File: src/rtl/fa_pkg.sv
// fa_pkg: shared definitions for the cross-checked full-adder set.
//   FA_SUM_TT / FA_CO_TT : expected sum / carry-out truth tables, bit index
//                          is the operand code {ci, a, b}.
//   fa_code()            : packs the three operand bits into that index.
package fa_pkg;

  localparam logic [7:0] FA_SUM_TT = 8'b1001_0110;
  localparam logic [7:0] FA_CO_TT  = 8'b1110_1000;

  function automatic logic [2:0] fa_code(input logic ci, input logic a, input logic b);
    return {ci, a, b};
  endfunction

endpackage

File: src/rtl/fa_behavior.sv
// fa_behavior: 1-bit full adder written as a 2-bit arithmetic add.
//   a, b, ci : operand bits
//   s, co    : sum and carry-out
module fa_behavior (
  input  logic a,
  input  logic b,
  input  logic ci,
  output logic s,
  output logic co
);

  always_comb begin
    {co, s} = {1'b0, a} + {1'b0, b} + {1'b0, ci};
  end

endmodule

File: src/rtl/fa_case.sv
// fa_case: 1-bit full adder written as a truth-table case over {ci, a, b}.
//   a, b, ci : operand bits
//   s, co    : sum and carry-out
// Unknown operand codes fall through to the default arm and give 00.
module fa_case
  import fa_pkg::*;
(
  input  logic a,
  input  logic b,
  input  logic ci,
  output logic s,
  output logic co
);

  always_comb begin
    {co, s} = 2'b00;
    case (fa_code(ci, a, b))
      3'b000:  {co, s} = {FA_CO_TT[0], FA_SUM_TT[0]};
      3'b001:  {co, s} = {FA_CO_TT[1], FA_SUM_TT[1]};
      3'b010:  {co, s} = {FA_CO_TT[2], FA_SUM_TT[2]};
      3'b011:  {co, s} = {FA_CO_TT[3], FA_SUM_TT[3]};
      3'b100:  {co, s} = {FA_CO_TT[4], FA_SUM_TT[4]};
      3'b101:  {co, s} = {FA_CO_TT[5], FA_SUM_TT[5]};
      3'b110:  {co, s} = {FA_CO_TT[6], FA_SUM_TT[6]};
      3'b111:  {co, s} = {FA_CO_TT[7], FA_SUM_TT[7]};
      default: {co, s} = 2'b00;
    endcase
  end

endmodule

File: src/rtl/fa_dataflow.sv
// fa_dataflow: 1-bit full adder written as continuous-assign equations.
//   a, b, ci : operand bits
//   s, co    : sum and carry-out
module fa_dataflow (
  input  logic a,
  input  logic b,
  input  logic ci,
  output logic s,
  output logic co
);

  logic p;

  // Propagate term shared by sum and carry.
  assign p  = a ^ b;
  assign s  = p ^ ci;
  assign co = (a & b) | (ci & p);

endmodule

File: src/rtl/full_adder_set.sv
// full_adder_set: three independently written 1-bit full adders fed the same
// operands, with registered results and a disagreement monitor.
//   clk, rst_n        : rising-edge clock, synchronous active-low reset
//   in_valid, a, b, ci: operand set, qualified by in_valid
//   out_valid         : registered results come from a valid operand set
//   s1/co1            : dataflow core result (registered)
//   s2/co2            : behavioral core result (registered)
//   s3/co3            : case core result (registered)
//   mismatch          : cores disagree on the current registered result
//   err_sticky        : latched mismatch, cleared only by reset
module full_adder_set (
  input  logic clk,
  input  logic rst_n,
  input  logic in_valid,
  input  logic a,
  input  logic b,
  input  logic ci,
  output logic out_valid,
  output logic s1,
  output logic co1,
  output logic s2,
  output logic co2,
  output logic s3,
  output logic co3,
  output logic mismatch,
  output logic err_sticky
);

  logic df_s, df_co;
  logic bh_s, bh_co;
  logic case_s, case_co;

  fa_dataflow u_dataflow (.a(a), .b(b), .ci(ci), .s(df_s),   .co(df_co));
  fa_behavior u_behavior (.a(a), .b(b), .ci(ci), .s(bh_s),   .co(bh_co));
  fa_case     u_case     (.a(a), .b(b), .ci(ci), .s(case_s), .co(case_co));

  // Results hold while in_valid is low; only out_valid tracks it.
  always_ff @(posedge clk) begin
    if (!rst_n) begin
      out_valid  <= 1'b0;
      s1         <= 1'b0;
      co1        <= 1'b0;
      s2         <= 1'b0;
      co2        <= 1'b0;
      s3         <= 1'b0;
      co3        <= 1'b0;
      err_sticky <= 1'b0;
    end else begin
      out_valid <= in_valid;
      if (in_valid) begin
        s1  <= df_s;
        co1 <= df_co;
        s2  <= bh_s;
        co2 <= bh_co;
        s3  <= case_s;
        co3 <= case_co;
      end
      if (mismatch) begin
        err_sticky <= 1'b1;
      end
    end
  end

  always_comb begin
    mismatch = out_valid & ((s1 != s2) | (s1 != s3) | (co1 != co2) | (co1 != co3));
  end

endmodule

File: config.mk
export PLATFORM = sky130hd
export DESIGN_NAME = full_adder_set
export DESIGN_NICKNAME = d
export VERILOG_FILES = /design/src/rtl/fa_pkg.sv /design/src/rtl/fa_behavior.sv /design/src/rtl/fa_case.sv /design/src/rtl/fa_dataflow.sv /design/src/rtl/full_adder_set.sv
export SDC_FILE = /design/constraint.sdc
export NUM_CORES = 1
export LEC_CHECK = 0
export CORE_AREA = 2 2 39 41
export CTS_CLUSTER_SIZE = 25
export DETAILED_ROUTE_END_ITERATION = 10
export DIE_AREA = 0 0 41 43
export MAX_ROUTING_LAYER = met4
export SLEW_MARGIN = 10
export SYNTH_ARGS = -nofsm -noshare
export SYNTH_HDL_FRONTEND = slang
export SYNTH_HIERARCHICAL = 1
export SYNTH_SLANG_ARGS = --single-unit
File: constraint.sdc
create_clock -name clk -period 0.95 [get_ports clk]
set_input_delay 0.1425 -clock clk [delete_from_list [all_inputs] [get_ports clk]]
set_output_delay 0.1425 -clock clk [all_outputs]
set_load 0.05 [all_outputs]
==> qor.txt <==
final setup violation count - 9
Seq/Total Area, Yosys - 0.3891
area growth from synthesis to layout - 111.2%
GPL Wtd Cong - 0.6781
Ys Warns - 6
Worst VDD drop - 0.7046 mV
CTS tree - yes
Hold Path Class - in2reg
syn nets - 49
Crit Path Category - reg2out
Sequential Power Share - 0.336
failing checks - setup timing
Hold Buf Count CTS - 0
Initial DRC Count - 3
P per Cell Area - 1370 nW/µm²
first-pass GRT wire length - 1662 µm
clock share of power - 0.255
Mean Syn Cell Area - 10.56 µm²
Routed WL per cell - 12.34 µm
post-route cell area - 869.6 µm²
slew at the pin with the worst max-slew slack - 191.7 ps
switching power - 398.2 µW
via count - 366
CTS Buffer Depth - 2
global route total overflow - 0
width of the die - 41 µm
antenna cells - 0
largest net degree at the start of global routing - 8
# port buffers - 14
Max Slew Vio Count - 0
flop and latch count out of synthesis - 8
period utilization - 1.461
crit path DAT - 1250 ps
headroom to the max-slew limit - 0.8718
status - complete, but fails checks
ys flop type - dfxtp_1
Initial Util - 0.2975
Logic pwr share - 0.409
I/O pins - 15
Post-synth EDFFs - 0
Final WS setup - -437.8 ps
maxcap violations - 0
Post-DP HPWL - 779.3 µm
Startpoint Class - register
post-route minimum period - 1388 ps
DRC viols - 0
post-synthesis cell count - 39
cell leakage power - 0.0003834 µW
clk slew on worst S/H paths - 70 ps
total track usage - 0.1483
most frequent cells in the layout - buf_12, buf_4
Syn Std Cell Area - 411.6 µm²
latest clock arrival within the worst-skew pair - 260 ps
Internal - 793.2 µW
Layout Skew - 9.646 ps
Core ar. - 1384 µm²
ratio of cells with drive above 1 in the final layout - 0.6087
Synth cell types - 16
drt via density - 4.306
RSZ-0062 raised after global routing - yes
FFs w/ async S/R, synth - 0
count of final hold-check violations - 0
clock sink total - 8
vias in the first global route - 391
Nets - 80
Fmax - 720.6 MHz
Inserted Clock Buffers - 3
CTS root buf - clkbuf_4
H-tree depth - 1
DR pass1 iterations - 4
endpoint type of the worst setup path - output port
CP max FO - 3
Worst Path Required - 810 ps
DIE AREA - 1763 µm²
DP Area - 767.0 µm²
most common cell after layout, fill and taps aside - buf_12
antenna-violating nets left - 0
Chip Height - 43 µm
switch share - 0.3342
Post-Place Setup Slack - -627.0 ps
Rows - 14
Detailed Route WL - 1049 µm
antenna violations before repair - 0
## worst paths after layout
check / slack, ps / depth (start not counted) / start / to
worst max-delay path: -440 / 4 / co2 / mismatch
worst min-delay path: 400 / 4 / b / s1
worst max register to register: -170 / 4 / co1 / err_sticky
worst min register to register: 550 / 1 / err_sticky / err_sticky
## metrics by stage
stage            util  hold slack (ps)  TNS (ps)  cells  power [µW]
2_1_floorplan       -            269.3    -245.7     39       590.9
3_3_place_gp   0.5543            505.9     -3371     78       819.0
3_5_place_dp   0.5543            526.9     -3571     78       823.1
4_1_cts        0.6266            502.0     -1005     84        1190
5_1_grt        0.6284            441.9     -1299     85        1253
6_report       0.6284            403.8     -1068     85        1191
## logic make-up (layout without fill, tap and decap cells)
group | after synthesis | after routing | synth area share
buf+inv | 3 | 33 | 0.03649
simple gates | 13 | 13 | 0.1854
xor+xnor | 1 | 1 | 0.02128
mux | 6 | 6 | 0.1459
fa+ha+maj | 4 | 4 | 0.1580
flops | 8 | 8 | 0.3890
compound gates | 4 | 4 | 0.06382
## routing by layer
metal  up-vias  track usage  share of wire
li1        192            -              -
met1       162       0.1749           0.37
met2        12       0.2313           0.59
met3         0      0.03141          0.042
met4         0      0.06667              0
met5         -            -              0
## cell usage after synthesis (all sizes together), types with 2 or more instances
| cell | instances | share of area |
|---|---|---|
| and2 | 2 | 0.030 |
| and3 | 2 | 0.030 |
| dfxtp | 8 | 0.39 |
| inv | 2 | 0.018 |
| ha | 2 | 0.061 |
| mux2i | 6 | 0.15 |
| nor2b | 6 | 0.091 |
| nor3 | 2 | 0.024 |
| fa | 2 | 0.097 |
## worst max-delay path, stage by stage (launching register included)
cell and delay, ps:
dfxtp_4 360, and3_4 170, o22ai_4 150, and2_4 170, buf_12 130
## power groups by stage
stage          Clock [µW]  Combinational (µW)  Sequential, µW
2_1_floorplan           0                 107             484
3_3_place_gp            0                 431             388
3_5_place_dp            0                 433             390
4_1_cts               315                 476             399
5_1_grt               336                 513             404
6_report              304                 487             400
## registers in the layout, indices dropped and copies added, names as in the netlist
signal / count
s2: 1
err_sticky: 1
s1: 1
co3: 1
co1: 1
co2: 1
out_valid: 1
s3: 1
## timing repair
| action | CTS | global route |
|---|---|---|
| endpoints found under the setup margin | 15 | 12 |
| gates cloned | 0 | 0 |
| gates resized for setup | 19 | 3 |
| buffers inserted | 2 | 1 |
| pin swaps | 3 | 0 |
## cell type report
cell class	instances	area [µm²]
Multi-Input combinational cell	28	291.5
Clock buffer	4	26.28
Tap cell	16	20.02
Fill cell	108	514.2
Timing Repair Buffer	27	339.1
Inverter	2	7.507
Sequential cell	8	185.2
Note: power is estimated with default switching activity, not from simulation.
